===== config.mk =====
export PLATFORM = sky130hd
export DESIGN_NAME = multicycle_control
export DESIGN_NICKNAME = d
export VERILOG_FILES = /design/src/rtl/riscv_ctrl_pkg.sv /design/src/rtl/alu_op_decode.sv /design/src/rtl/multicycle_control.sv
export SDC_FILE = /design/constraint.sdc
export NUM_CORES = 1
export LEC_CHECK = 0
export BUFFER_PORTS_ARGS = -buffer_cell sky130_fd_sc_hd__buf_2
export CAP_MARGIN = 20
export CORE_ASPECT_RATIO = 0.75
export CORE_MARGIN = 1
export CORE_UTILIZATION = 35
export CTS_CLUSTER_DIAMETER = 30
export CTS_CLUSTER_SIZE = 24
export DETAILED_ROUTE_END_ITERATION = 7
export PLACE_DENSITY = 0.73
export SLEW_MARGIN = 20
export SYNTH_ARGS = -nofsm -noshare
export SYNTH_HDL_FRONTEND = slang
export SYNTH_HIERARCHICAL = 1
export SYNTH_SLANG_ARGS = --single-unit

===== constraint.sdc =====
create_clock -name clk -period 1.61 [get_ports clk]
set_clock_uncertainty 0.2 [all_clocks]
set_input_delay 0.0805 -clock clk [delete_from_list [all_inputs] [get_ports clk]]
set_output_delay 0.0805 -clock clk [all_outputs]
set_load 0.005 [all_outputs]

===== src/rtl/riscv_ctrl_pkg.sv =====
// riscv_ctrl_pkg: opcodes, FSM states and datapath select encodings shared by the RV32I control path
package riscv_ctrl_pkg;
  localparam logic [6:0] OPC_OP     = 7'b0110011;
  localparam logic [6:0] OPC_OP_IMM = 7'b0010011;
  localparam logic [6:0] OPC_LOAD   = 7'b0000011;
  localparam logic [6:0] OPC_STORE  = 7'b0100011;
  localparam logic [6:0] OPC_BRANCH = 7'b1100011;
  localparam logic [6:0] OPC_JAL    = 7'b1101111;
  localparam logic [6:0] OPC_JALR   = 7'b1100111;
  localparam logic [6:0] OPC_LUI    = 7'b0110111;
  localparam logic [6:0] OPC_AUIPC  = 7'b0010111;
  localparam logic [6:0] OPC_FENCE  = 7'b0001111;
  localparam logic [6:0] OPC_SYSTEM = 7'b1110011;

  typedef enum logic [2:0] {
    S_FETCH  = 3'd0,
    S_DECODE = 3'd1,
    S_EXEC   = 3'd2,
    S_MEM    = 3'd3,
    S_WB     = 3'd4,
    S_HALT   = 3'd5
  } state_e;

  localparam logic [2:0] IMM_I = 3'd0;
  localparam logic [2:0] IMM_S = 3'd1;
  localparam logic [2:0] IMM_B = 3'd2;
  localparam logic [2:0] IMM_J = 3'd3;
  localparam logic [2:0] IMM_U = 3'd4;

  localparam logic [1:0] PC_PLUS4 = 2'd0;
  localparam logic [1:0] PC_IMM   = 2'd1;
  localparam logic [1:0] PC_ALU   = 2'd2;

  localparam logic [1:0] WB_ALU = 2'd0;
  localparam logic [1:0] WB_MEM = 2'd1;
  localparam logic [1:0] WB_PC4 = 2'd2;

  localparam logic [1:0] A_RS1  = 2'd0;
  localparam logic [1:0] A_PC   = 2'd1;
  localparam logic [1:0] A_ZERO = 2'd2;

  // Opcodes that execute normally; SYSTEM is recognised separately because it halts
  function automatic logic is_known(input logic [6:0] op);
    return op inside {OPC_OP, OPC_OP_IMM, OPC_LOAD, OPC_STORE, OPC_BRANCH,
                      OPC_JAL, OPC_JALR, OPC_LUI, OPC_AUIPC, OPC_FENCE};
  endfunction
endpackage


===== src/rtl/alu_op_decode.sv =====
// alu_op_decode: maps opcode/funct3/funct7[5] to the ALU operation code
module alu_op_decode
  import riscv_ctrl_pkg::*;
(
  input  logic [6:0] opcode,
  input  logic [2:0] funct3,
  input  logic       funct7_5,
  output logic [3:0] alu_op
);
  // Only SRAI among immediates uses funct7[5]; elsewhere that bit is immediate data
  always_comb
    alu_op = opcode == OPC_OP     ? {funct7_5, funct3} :
             opcode == OPC_OP_IMM ? {funct7_5 & (funct3 == 3'b101), funct3} :
                                    4'b0000;
endmodule


===== src/rtl/multicycle_control.sv =====
// multicycle_control: FETCH/DECODE/EXEC/MEM/WB sequencer driving the RV32I datapath controls
module multicycle_control
  import riscv_ctrl_pkg::*;
(
  input  logic        clk,
  input  logic        rst,
  input  logic [31:0] instr,
  input  logic        branch_taken,
  input  logic        mem_ready,
  output logic        mem_req,
  output logic        mem_we,
  output logic        mem_addr_sel,
  output logic        ir_we,
  output logic        pc_we,
  output logic [1:0]  pc_sel,
  output logic [2:0]  imm_sel,
  output logic [1:0]  alu_a_sel,
  output logic        alu_b_sel,
  output logic [3:0]  alu_op,
  output logic        reg_we,
  output logic [1:0]  wb_sel,
  output logic        halted,
  output logic        illegal,
  output logic [2:0]  state
);
  state_e     state_q, state_d;
  logic       halted_q, halted_d, illegal_q, illegal_d;
  logic [6:0] opc;
  logic       is_load, is_store, is_branch, is_jal, is_jalr, is_lui, is_auipc, is_fence, is_op_imm;
  logic [2:0] imm_k;
  logic [1:0] a_k;
  logic       b_k;
  logic [3:0] alu_op_dec;
  logic       unused_instr;

  assign opc          = instr[6:0];
  assign is_load      = opc == OPC_LOAD;
  assign is_store     = opc == OPC_STORE;
  assign is_branch    = opc == OPC_BRANCH;
  assign is_jal       = opc == OPC_JAL;
  assign is_jalr      = opc == OPC_JALR;
  assign is_lui       = opc == OPC_LUI;
  assign is_auipc     = opc == OPC_AUIPC;
  assign is_fence     = opc == OPC_FENCE;
  assign is_op_imm    = opc == OPC_OP_IMM;
  assign imm_k        = is_store ? IMM_S : is_branch ? IMM_B : is_jal ? IMM_J :
                        (is_lui | is_auipc) ? IMM_U : IMM_I;
  assign a_k          = is_lui ? A_ZERO : is_auipc ? A_PC : A_RS1;
  assign b_k          = is_op_imm | is_load | is_store | is_jalr | is_lui | is_auipc;
  assign unused_instr = ^{instr[31], instr[29:15], instr[11:7]};

  assign state   = rst ? 3'd0 : state_q;
  assign halted  = ~rst & halted_q;
  assign illegal = ~rst & illegal_q;

  alu_op_decode u_alu_op_decode (
    .opcode   (opc),
    .funct3   (instr[14:12]),
    .funct7_5 (instr[30]),
    .alu_op   (alu_op_dec)
  );

  // State register and sticky halt/illegal flags
  always_ff @(posedge clk) begin
    if (rst) begin
      state_q   <= S_FETCH;
      halted_q  <= 1'b0;
      illegal_q <= 1'b0;
    end else begin
      state_q   <= state_d;
      halted_q  <= halted_d;
      illegal_q <= illegal_d;
    end
  end

  // Next state and per-state strobes; everything is held at zero while rst is high
  always_comb begin
    state_d      = state_q;
    halted_d     = halted_q;
    illegal_d    = illegal_q;
    mem_req      = 1'b0;
    mem_we       = 1'b0;
    mem_addr_sel = 1'b0;
    ir_we        = 1'b0;
    pc_we        = 1'b0;
    pc_sel       = PC_PLUS4;
    imm_sel      = IMM_I;
    alu_a_sel    = A_RS1;
    alu_b_sel    = 1'b0;
    alu_op       = 4'b0000;
    reg_we       = 1'b0;
    wb_sel       = WB_ALU;
    case (state_q)
      S_FETCH: begin
        mem_req = 1'b1;
        ir_we   = mem_ready;
        state_d = mem_ready ? S_DECODE : S_FETCH;
      end
      S_DECODE: begin
        imm_sel   = imm_k;
        state_d   = is_known(opc) ? S_EXEC : S_HALT;
        halted_d  = halted_q | (opc == OPC_SYSTEM);
        illegal_d = illegal_q | (~is_known(opc) & (opc != OPC_SYSTEM));
      end
      S_EXEC: begin
        imm_sel   = imm_k;
        alu_a_sel = a_k;
        alu_b_sel = b_k;
        alu_op    = alu_op_dec;
        pc_we     = is_branch | is_fence;
        pc_sel    = (is_branch & branch_taken) ? PC_IMM : PC_PLUS4;
        state_d   = (is_load | is_store) ? S_MEM : (is_branch | is_fence) ? S_FETCH : S_WB;
      end
      S_MEM: begin
        imm_sel      = imm_k;
        alu_a_sel    = a_k;
        alu_b_sel    = b_k;
        alu_op       = alu_op_dec;
        mem_req      = 1'b1;
        mem_addr_sel = 1'b1;
        mem_we       = is_store;
        pc_we        = mem_ready & is_store;
        state_d      = ~mem_ready ? S_MEM : is_store ? S_FETCH : S_WB;
      end
      S_WB: begin
        imm_sel = imm_k;
        reg_we  = 1'b1;
        pc_we   = 1'b1;
        wb_sel  = is_load ? WB_MEM : (is_jal | is_jalr) ? WB_PC4 : WB_ALU;
        pc_sel  = is_jal ? PC_IMM : is_jalr ? PC_ALU : PC_PLUS4;
        state_d = S_FETCH;
      end
      default: state_d = S_HALT;
    endcase
    if (rst) begin
      {mem_req, mem_we, mem_addr_sel, ir_we, pc_we, pc_sel, imm_sel,
       alu_a_sel, alu_b_sel, alu_op, reg_we, wb_sel} = '0;
    end
  end
endmodule


==> impl_results.md, run 1 <==
- Area grow syn2layout: 54.7%
- Final Max Slew Viols: 0
- DR pass1 iterations: 4
- Leak: about 0.59 nW
- Pwr dens: between 800 and 900 nW/µm²
- DIE HEIGHT: 42.0 µm
- Crit-path max FO: 4
- Core Util, Final: 0.575
- CP startpoint kind: flop
- Final setup viols: 7
- Top routing layer in use: met4
- Hold buffer count at CTS: 0
- Ant diodes: 0
- I/O Pins: 61
- Gr usage total: 0.218
- Yosys Warn Count: 6
- CP startpoint: state_q[1]
- Initial antenna violation count: 0
- Reg clk slew, reported paths: 0.05 ns
- CTS Buf Count: 3
- WL met1: ~1100 µm
- Full die area: ~2300 µm²
- Vias per inst: 5.69
- Failing checks: negative setup slack
- First-pass GRT wire length: ~4100 µm
- Routed Antenna Nets: 0
- Initial drt markers: 25
- Register area: 109 µm²
- Post-layout min period: between 1.5 and 2 ns
- GR Overflow Total: 0
- Arrival @ worst endpoint: approximately 1.4 ns
- Placeable Area: ~2000 µm²
- Synth top area cells: dfxtp_1 (13%), and3_1 (8.4%), nor2_1 (5.0%)
- Post-Syn Area per Cell: roughly 7 µm²
- Syn Std Cell Area: approximately 750 µm²
- HP Class: in -> reg
- DRC: 0
- Clock Tree Buf Depth: 2
- Pin count of the biggest net entering global routing: 15
- Post-Syn Instances: between 100 and 150
- Worst-Margin Slew: approximately 0.4 ns
- Clock root buffer: clkbuf_4
- Detail Placement HPWL: around 1900 µm
- Die X: between 50 and 60 µm
- Hold Slack: roughly 0.096 ns
- VDD IR max: 0.000701 V
- Sequential share of power: 0.226
- RSZ-0062 raised after global routing: yes
- Worst R2R Path Depth: 5
- Synth top area share: 0.134
- CP Capture Point: alu_b_sel
- Clk_lat worst skew: approximately 0.25 ns
- Sw frac: 0.415
- Yosys reg bits: 5
- Post-Syn Nets: between 100 and 150
- Met2 Wirelength: between 1000 and 1500 µm
- Top cells by count, synth: and3_1 (10), nor2_1 (10), nor3_1 (7), nand2_1 (6), dfxtp_1 (5)
- Fmax: around 600 MHz
- Critical Path RT: 1.33 ns
- Vias in the first global route: around 950
- Met3 routed WL: ~190 µm
- H-tree depth: 1
- Ratio of cells with drive above 1 in the final layout: 0.490
- Core Rows: 14
- Distinct cells, synth: 43
- Maxcap violations: 0
- Final hold violations: 0
- Yosys top cell by area: dfxtp_1
- Drt wl/cell: between 10 and 15 µm
- Layout fillers: about 200
- Sequential fraction of the synthesis area: 0.134
- Worst r2r src: state_q[1]
- Power share of the combinational group: 0.612
- Main synth FF type: dfxtp_1
- Initial Util: 0.371
- Vias: 1030
- P_sw: a little under 400 µW
- Crit. End Element: output port
- Final WS setup: -0.0668 ns
- Clock sinks: 5
- Ys async rst share: 0
- Status: finished, violations left
- Relative slew slack: 0.726
- Number of flops mapped to enable cells by yosys: 0
- Clk pwr share: 0.162
- Power Internal: between 500 and 600 µW
- Nets: 194
- Worst Path Class, Setup: reg -> out
- Final period util: 1.04
- RR Endpoint: illegal_q
- CTS tree: built
- Post-Route WL: ~2500 µm
- Input/output buffers: 39
- GPL Wtd Cong: approximately 0.84
- Area of the multi-input gates: around 660 µm²
- FF-to-FF setup slack: -0.06 ns
==> critical path: stages (launching register included) <==
cell and delay [ns]:
dfxtp_4 0.36, buf_6 0.10, inv_2 0.03, nor3_2 0.17, buf_4 0.14, buf_4 0.11, and3_1 0.13, buf_2 0.11
==> per-layer routing <==
metal  track usage  vias to the layer above
met4        0.0700                        0
li1              -                      505
met1         0.268                      466
met3        0.0648                        4
met5             0                        -
met2         0.366                       55
==> state kept, by name, summed over array words and instances (netlist names) <==
register,flops
state_q,3
halted_q,1
illegal_q,1
==> cells by family (layout without fill, tap and decap cells) <==
group / Yosys count / count (layout) / synth area share
multiplexers: 1 / 1 / 0.0134
AO/OA/AOI/OAI: 24 / 24 / 0.222
buffers and inverters: 14 / 62 / 0.0869
XOR/XNOR: 2 / 2 / 0.0234
AND/OR/NAND/NOR: 63 / 63 / 0.520
flip-flops: 5 / 5 / 0.134
==> cell usage in the layout, fill, tap and decap left out, drive strengths merged, types with 2 or more instances in the layout <==
cell type,count
buf,53
nor2,10
and3,10
nor3,7
nand2,6
o21ai,6
inv,5
dfxtp,5
nand2b,4
nand3,4
nor2b,4
a31oi,4
clkbuf,4
and3b,3
a21oi,3
nand4b,3
nand4,2
o22ai,2
nor4,2
and2,2
and4bb,2
==> power groups by stage <==
stage          combinational, mW  clock (mW)  sequential, mW
2_1_floorplan              0.307           0           0.186
3_3_place_gp               0.475           0           0.187
3_5_place_dp               0.491           0           0.189
4_1_cts                    0.538       0.156           0.200
5_1_grt                    0.620       0.166           0.218
6_report                   0.574       0.152           0.211
==> cell type report <==
class / instances / share of cell area
Tap cell: 24 / 0.0259
Sequential cell: 5 / 0.0941
Inverter: 5 / 0.0162
Timing Repair Buffer: 53 / 0.269
Multi-Input combinational cell: 90 / 0.572
Clock buffer: 4 / 0.0227
==> how the worst min path moves through the flow <==
stage,end,from,cells after the start
after global placement,pc_sel[0],branch_taken,4
after CTS,state_q[2],mem_ready,4
final,state_q[2],mem_ready,4
after floorplan,state[2],rst,1
after global routing,state_q[2],mem_ready,4
after detailed placement,pc_sel[0],branch_taken,4
==> timing repair <==
action,4_1_cts,5_1_grt
setup buffers,4,0
resized for setup,17,10
pin swaps,3,2
setup endpoints to repair,13,15
==> through the flow <==
stage	instances	setup WS, ns	power (mW)	instance area (µm²)	setup TNS [ns]
after global routing	181	-0.133	1.00	1160	-0.920
final	181	-0.0668	0.937	1160	-0.294
after floorplan	109	0.0799	0.493	748	0
after CTS	182	-0.0649	0.894	1120	-0.314
after detailed placement	174	0.0118	0.680	1010	0
after global placement	174	0.0212	0.663	1010	0
Power figures use the tool's default switching activity.
==> run 2, diff against run 1 <==
--- a/config.mk
+++ b/config.mk
@@ -8,14 +8,14 @@
 export BUFFER_PORTS_ARGS = -buffer_cell sky130_fd_sc_hd__buf_2
 export CAP_MARGIN = 20
 export CORE_ASPECT_RATIO = 0.75
-export CORE_MARGIN = 1
-export CORE_UTILIZATION = 35
+export CORE_UTILIZATION = 38
 export CTS_CLUSTER_DIAMETER = 30
 export CTS_CLUSTER_SIZE = 24
 export DETAILED_ROUTE_END_ITERATION = 7
-export PLACE_DENSITY = 0.73
+export PLACE_DENSITY = 0.76
 export SLEW_MARGIN = 20
 export SYNTH_ARGS = -nofsm -noshare
 export SYNTH_HDL_FRONTEND = slang
 export SYNTH_HIERARCHICAL = 1
 export SYNTH_SLANG_ARGS = --single-unit
+export TNS_END_PERCENT = 30
==> constraint.sdc (replaced) <==
create_clock -name clk -period 1.7 [get_ports clk]
set_clock_uncertainty 0.2 [all_clocks]
set_input_delay 0.085 -clock clk [delete_from_list [all_inputs] [get_ports clk]]
set_output_delay 0.085 -clock clk [all_outputs]
set_load 0.005 [all_outputs]
==> run 2 against run 1 <==
Effect of this change:
- the run now ends clean
- critical path depth down 2
- sequential cell count unchanged
- count of clock-buffer cells in the layout is the same
- routed wire length shrank 7.9%
- clock power hardly changed
- non-clock buffer count down 4
- cell count is 3.3% lower
- sequential share of layout area rose by 0.56 points
- global-route usage grew 0.97 points
- critical path type unchanged
- highest routed layer unchanged
==> impl_results.md, run 2 (synthesis gave the netlist of run 1 again) <==
- Hold_sp: mem_ready (unchanged)
- Relative slew slack: 0.729 (was 0.726)
- Largest register FFs: 3 (unchanged)
- Sw frac: 0.427 (was 0.415)
- Arrival @ worst endpoint: 1.38 ns (was 1.40 ns)
- Detail Placement HPWL: 1750 µm (was 1850 µm)
- DP Area: 977 µm² (was 1010 µm²)
- Vias per inst: 5.65 (was 5.69)
- WHS Endpoint: state_q[2] (unchanged)
- VDD IR max: 0.000723 V (was 0.000701 V)
- Clk pwr share: 0.185 (was 0.162)
- Power Internal: 477 µW (was 548 µW)
- Slowest-stage cell, CP: dfxtp_2 (was dfxtp_4)
- Clock root buffer: clkbuf_4 (unchanged)
- Sequential share of power: 0.247 (was 0.226)
- Fmax: about 600 MHz
- Initial Util: 0.418 (was 0.371)
- Reg clk slew, reported paths: 0.05 ns (about the same)
- DR pass1 iterations: 4 (unchanged)
- Pwr dens: 780 nW/µm² (was 810 nW/µm²)
- Top cell family by delay on the critical path: simple AND/OR/NAND/NOR gates (was buffers and inverters)
- Pin count of the biggest net entering global routing: 15 (unchanged)
- Hold buffer count at CTS: 0 (unchanged)
- GR Overflow Total: 0 (unchanged)
- I/O Pins: 61 (unchanged)
- DRC: 0 (unchanged)
- Power share of the combinational group: 0.567 (was 0.612)
- Nets: 190 (was 194)
- FF-to-FF setup slack: 0.13 ns (was -0.06 ns)
- Top flop regs: state_q: 3 flops, halted_q: 1 flops, illegal_q: 1 flops (unchanged)
- Vias in the first global route: 773 (was 953)
- Most common cell after layout, fill and taps aside: buf_2 (unchanged)
- Leak: 0.558 nW (was 0.588 nW)
- Maxcap violations: 0 (unchanged)
- Worst Path Class, Setup: reg -> out (unchanged)
- CTS Buf Count: 3 (unchanged)
- HP Class: in -> reg (unchanged)
- First-pass GRT wire length: 3420 µm (was 4080 µm)
- Core Util, Final: 0.597 (was 0.575)
- Initial drt markers: 29 (was 25)
- Critical Path RT: 1.41 ns (was 1.33 ns)
- Most frequent cells in the layout: buf_2 (39), and3_1 (10), buf_4 (10), nor2_1 (8), nand2_1 (6) (was buf_2 (39), buf_4 (11), nor2_1 (8), and3_1 (8))
- Final Max Slew Viols: 0 (unchanged)
- Final setup viols: 0 (was 7)
- Die X: 53.2 µm (was 55.4 µm)
- Dpl ws: 0.0890 ns (was 0.0118 ns)
- Vias: 989 (was 1030)
- Core Rows: 13 (was 14)
- Crit. End Element: output port (unchanged)
- Initial antenna violation count: 0 (unchanged)
- H-tree depth: 1 (unchanged)
- Post-layout min period: ~1.7 ns
- Final hold violations: 0 (unchanged)
- Routed Antenna Nets: 0 (unchanged)
- Input/output buffers: 39 (unchanged)
- Setup TNS: 0 ns (was -0.294 ns)
- GPL Wtd Cong: 0.816 (was 0.837)
- DIE HEIGHT: 40.4 µm (was 42.0 µm)
- Gr usage total: 0.227 (was 0.218)
- Crit path cell chain: nor2b_2 > and2_4 > nand3_1 > a21oi_1 > buf_2 (was buf_6 > inv_2 > nor3_2 > buf_4 > buf_4 > and3_1 > buf_2)
- Placeable Area: 1790 µm² (was 2010 µm²)
- Largest Register: state_q (unchanged)
- CTS tree: built (unchanged)
- Worst R2R Path Depth: 4 (was 5)
- Hold Path Cell Cnt: 4 (unchanged)
- Final period util: 0.978
- Full die area: 2150 µm² (was 2330 µm²)
- Worst-Margin Slew: 0.396 ns (was 0.400 ns)
- Drt wl/cell: 13.3 µm (was 14.0 µm)
- RSZ-0062 raised after global routing: yes (unchanged)
- CP startpoint kind: flop (unchanged)
- Post-Route WL: 2330 µm (was 2530 µm)
- Crit-path max FO: 6 (was 4)
- RR Endpoint: illegal_q (unchanged)
- Final WS setup: 0.0367 ns (was -0.0668 ns)
- Clk_lat worst skew: 0.26 ns (was 0.25 ns)
- Ant diodes: 0 (unchanged)
- Hold Slack: 0.0460 ns (was 0.0965 ns)
- Ratio of cells with drive above 1 in the final layout: 0.438 (was 0.490)
- Clock Tree Buf Depth: 2 (unchanged)
- Clock sinks: 5 (unchanged)
- Area grow syn2layout: 42.6% (was 54.7%)
- P_sw: 356 µW (was 389 µW)
- Worst r2r src: state_q[2] (was state_q[1])
- Design Area, Final: 1070 µm² (was 1160 µm²)
- Status: finished, final reports clean (was finished, violations left)
- Layout fillers: 169 (was 199)
- Worst path bufs/invs: 1 (was 5)
- Slowest stage delay, CP: 0.41 ns (was 0.36 ns)
run 2: cell type report:
class	count	area, µm²	share of cell area
flip-flops and latches	5	106	0.0996
well taps	22	27.5	0.0258
multi-input cells	90	618	0.579
inverters	5	18.8	0.0176
clock buffers	4	26.3	0.0246
repair buffers	49	270	0.253
run 2: worst min-delay path: stages:
cell and delay [ns]:
buf_2 0.13, nand3_1 0.08, a211o_1 0.10, nand3_1 0.06
run 2: repair_timing:
item                       4_1_cts  5_1_grt
setup endpoints to repair       11        7
pin swaps                        0        3
setup buffers                    0        3
hold endpoints to repair         0        0
cloned                           0        0
resized for setup                7        7
run 2: power by group through the flow:
stage | combinational [mW] | sequential (mW) | clock, mW
5_1_grt | 0.516 | 0.209 | 0.164
4_1_cts | 0.438 | 0.191 | 0.156
6_report | 0.472 | 0.206 | 0.154
3_3_place_gp | 0.414 | 0.184 | 0
2_1_floorplan | 0.291 | 0.176 | 0
3_5_place_dp | 0.425 | 0.187 | 0
run 2: metal layers:
layer | share of wire | track usage
met5 | 0 | 0
met4 | 0.015 | 0.112
met3 | 0.078 | 0.0682
met2 | 0.45 | 0.353
met1 | 0.46 | 0.287
run 2: how the worst max path moves through the flow:
stage / startpoint / endpoint / slack (ns) / depth (start not counted)
finish: state_q[2] / pc_sel[0] / 0.04 / 5
detailed placement: state_q[1] / pc_sel[1] / 0.09 / 5
global route: state_q[1] / pc_sel[0] / -0.04 / 6
floorplan: state_q[2] / illegal_q / 0.17 / 5
CTS: state_q[1] / pc_sel[0] / 0.008 / 6
global placement: state_q[1] / pc_sel[1] / 0.11 / 5
run 2: through the flow:
stage          instances  total power, mW
2_1_floorplan        109            0.467
3_3_place_gp         168            0.598
3_5_place_dp         168            0.613
4_1_cts              172            0.785
5_1_grt              175            0.889
6_report             175            0.832
==> run 3, diff against run 2 <==
--- a/config.mk
+++ b/config.mk
@@ -7,12 +7,14 @@
 export LEC_CHECK = 0
 export BUFFER_PORTS_ARGS = -buffer_cell sky130_fd_sc_hd__buf_2
 export CAP_MARGIN = 20
+export CELL_PAD_IN_SITES_DETAIL_PLACEMENT = 0
+export CELL_PAD_IN_SITES_GLOBAL_PLACEMENT = 1
 export CORE_ASPECT_RATIO = 0.75
-export CORE_UTILIZATION = 38
+export CORE_UTILIZATION = 24
 export CTS_CLUSTER_DIAMETER = 30
 export CTS_CLUSTER_SIZE = 24
 export DETAILED_ROUTE_END_ITERATION = 7
-export PLACE_DENSITY = 0.76
+export PLACE_DENSITY = 0.75
 export SLEW_MARGIN = 20
 export SYNTH_ARGS = -nofsm -noshare
 export SYNTH_HDL_FRONTEND = slang
==> run 3 against run 2 <==
Effect of this change:
- fmax up 0.47%
- register-to-register slack about the same
- non-clock buffer count fell by 1
- cell count up 8.6%
- worst setup slack better by 0.0077 ns
- clock power increased by 45%
- highest routed layer is now met3
==> impl_results.md, run 3 (synthesis gave the netlist of run 1 again) <==
- Drt wl/cell: 12.8 µm (was 13.3 µm)
- Relative slew slack: 0.667 (was 0.729)
- Routed Antenna Nets: 0 (unchanged)
- RSZ-0062 raised after global routing: yes (unchanged)
- CP startpoint: state_q[1] (was state_q[2])
- Final hold violations: 0 (unchanged)
- Post-layout min period: 1.66 ns (about the same)
- Worst-Margin Slew: 0.487 ns (was 0.396 ns)
- Met2 Wirelength: 1220 µm (was 1050 µm)
- Final setup viols: 0 (unchanged)
- Top flop regs: state_q: 3 flops, halted_q: 1 flops, illegal_q: 1 flops (unchanged)
- Most common cell after layout, fill and taps aside: buf_2 (unchanged)
- Clock root buffer: clkbuf_8 (was clkbuf_4)
- Hold_sp: mem_ready (unchanged)
- Met3 routed WL: 147 µm (was 181 µm)
- Worst r2r src: state_q[2] (unchanged)
- Core Rows: 17 (was 13)
- Largest Register: state_q (unchanged)
- WL met1: 1070 µm (about the same)
- Post-Route WL: 2440 µm (was 2330 µm)
- CTS Buf Count: 3 (unchanged)
- Sequential share of power: 0.243 (was 0.247)
- Pin count of the biggest net entering global routing: 15 (unchanged)
- Clk_lat worst skew: 0.22 ns (was 0.26 ns)
- Final period util: 0.974 (was 0.978)
- Critical Path RT: 1.41 ns (about the same)
- DRC: 0 (unchanged)
- Input/output buffers: 39 (unchanged)
- P_sw: 339 µW (was 356 µW)
- Initial antenna violation count: 0 (unchanged)
- Area grow syn2layout: 44.5% (was 42.6%)
- Detail Placement HPWL: 1880 µm (was 1750 µm)
- Clock Tree Buf Depth: 2 (unchanged)
- Power Internal: 546 µW (was 477 µW)
- PnR Total Power: 885 µW (was 832 µW)
- Maxcap violations: 0 (unchanged)
- GPL Wtd Cong: 0.750 (was 0.816)
- I/O Pins: 61 (unchanged)
- Sw frac: 0.383 (was 0.427)
- Pwr dens: 819 nW/µm² (was 780 nW/µm²)
- GR Overflow Total: 0 (unchanged)
- Ratio of cells with drive above 1 in the final layout: 0.414 (was 0.438)
- Leak: 0.555 nW (was 0.558 nW)
- CTS tree: built (unchanged)
- Top routing layer in use: met3 (was met4)
- H-tree depth: 1 (unchanged)
- Crit-path max FO: 8 (was 6)
- Hold buffer count at CTS: 0 (unchanged)
- First-pass GRT wire length: 3770 µm (was 3420 µm)
- Vias: 995 (was 989)
- Clock sinks: 5 (unchanged)
- Die X: 66.5 µm (was 53.2 µm)
- Nets: 189 (was 190)
- Initial drt markers: 34 (was 29)
- Largest register FFs: 3 (unchanged)
- Power share of the combinational group: 0.503 (was 0.567)
- Reg clk slew, reported paths: 0.04 ns (was 0.05 ns)
- Core Util, Final: 0.366 (was 0.597)
- Vias per inst: 5.24 (was 5.65)
- Worst Path Class, Setup: reg -> out (unchanged)
- Clk pwr share: 0.254 (was 0.185)
- Vias in the first global route: 875 (was 773)
- Final Max Slew Viols: 0 (unchanged)
- Full die area: 3350 µm² (was 2150 µm²)
- HP Class: in -> reg (unchanged)
- DR pass1 iterations: 4 (unchanged)
- Status: finished, final reports clean (unchanged)
- DIE HEIGHT: 50.4 µm (was 40.4 µm)
- Post-CTS Setup Inserts: 0 (unchanged)
- Crit. End Element: output port (unchanged)
- Fmax: 604 MHz (was 601 MHz)
- Ant diodes: 0 (unchanged)
- Arrival @ worst endpoint: 1.37 ns (was 1.38 ns)
- CP startpoint kind: flop (unchanged)
- Gr usage total: 0.144 (was 0.227)
- Placeable Area: 2960 µm² (was 1790 µm²)
- VDD IR max: 0.000380 V (was 0.000723 V)
- Most frequent cells in the layout: buf_2 (39), and3_1 (10), nor2_1 (9), buf_4 (9), nand2_1 (6) (was buf_2 (39), and3_1 (10), buf_4 (10), nor2_1 (8), nand2_1 (6))
- Initial Util: 0.253 (was 0.418)
- Layout fillers: 338 (was 169)
[run 3: worst max-delay path, cell delays in order (launching register included)]
cell and delay, ns:
dfxtp_4 0.38, inv_2 0.05, nor3_1 0.19, buf_4 0.17
nand4b_1 0.10, a21oi_1 0.13, buf_2 0.13
[run 3: final timing paths]
check | cells after the start | slack, ns | endpoint
worst max register to register | 4 | 0.12 | illegal_q
worst min register to register | 2 | 0.39 | state_q[0]
worst min-delay path | 4 | 0.10 | state_q[2]
worst max-delay path | 6 | 0.04 | pc_sel[0]
[run 3: layer usage]
layer,track usage,vias to the layer above
li1,-,491
met1,0.184,475
met2,0.245,29
met3,0.0386,0
met4,0.0213,0
met5,0,-
[run 3: area by class of cell]
class                           instances  area (µm²)  share of cell area
Multi-Input combinational cell         90         598               0.553
Timing Repair Buffer                   48         263               0.243
Sequential cell                         5         109               0.101
Tap cell                               38        47.5              0.0440
Clock buffer                            4        45.0              0.0417
Inverter                                5        18.8              0.0174
[run 3: stage by stage]
stage	setup WS, ns	area, µm²	setup TNS [ns]	hold slack, ns	cells
floorplan	0.170	748	0	0.00544	109
global placement	0.117	1010	0	0.330	186
detailed placement	0.0872	1010	0	0.320	186
CTS	0.00789	1070	0	0.0915	190
global route	-0.0122	1080	-0.0338	0.131	190
finish	0.0444	1080	0	0.104	190
[run 3: timing repair]
item | in CTS | in global routing
gates resized for setup | 6 | 4
endpoints found under the setup margin | 8 | 7
cloned | 0 | 0
pin swaps | 0 | 2
[run 3: power by group through the flow]
stage / Combinational [mW] / Sequential [mW] / Clock [mW]
after floorplan: 0.291 / 0.176 / 0
after global placement: 0.428 / 0.201 / 0
after detailed placement: 0.432 / 0.203 / 0
after CTS: 0.439 / 0.214 / 0.226
after global routing: 0.498 / 0.221 / 0.235
final: 0.445 / 0.215 / 0.224
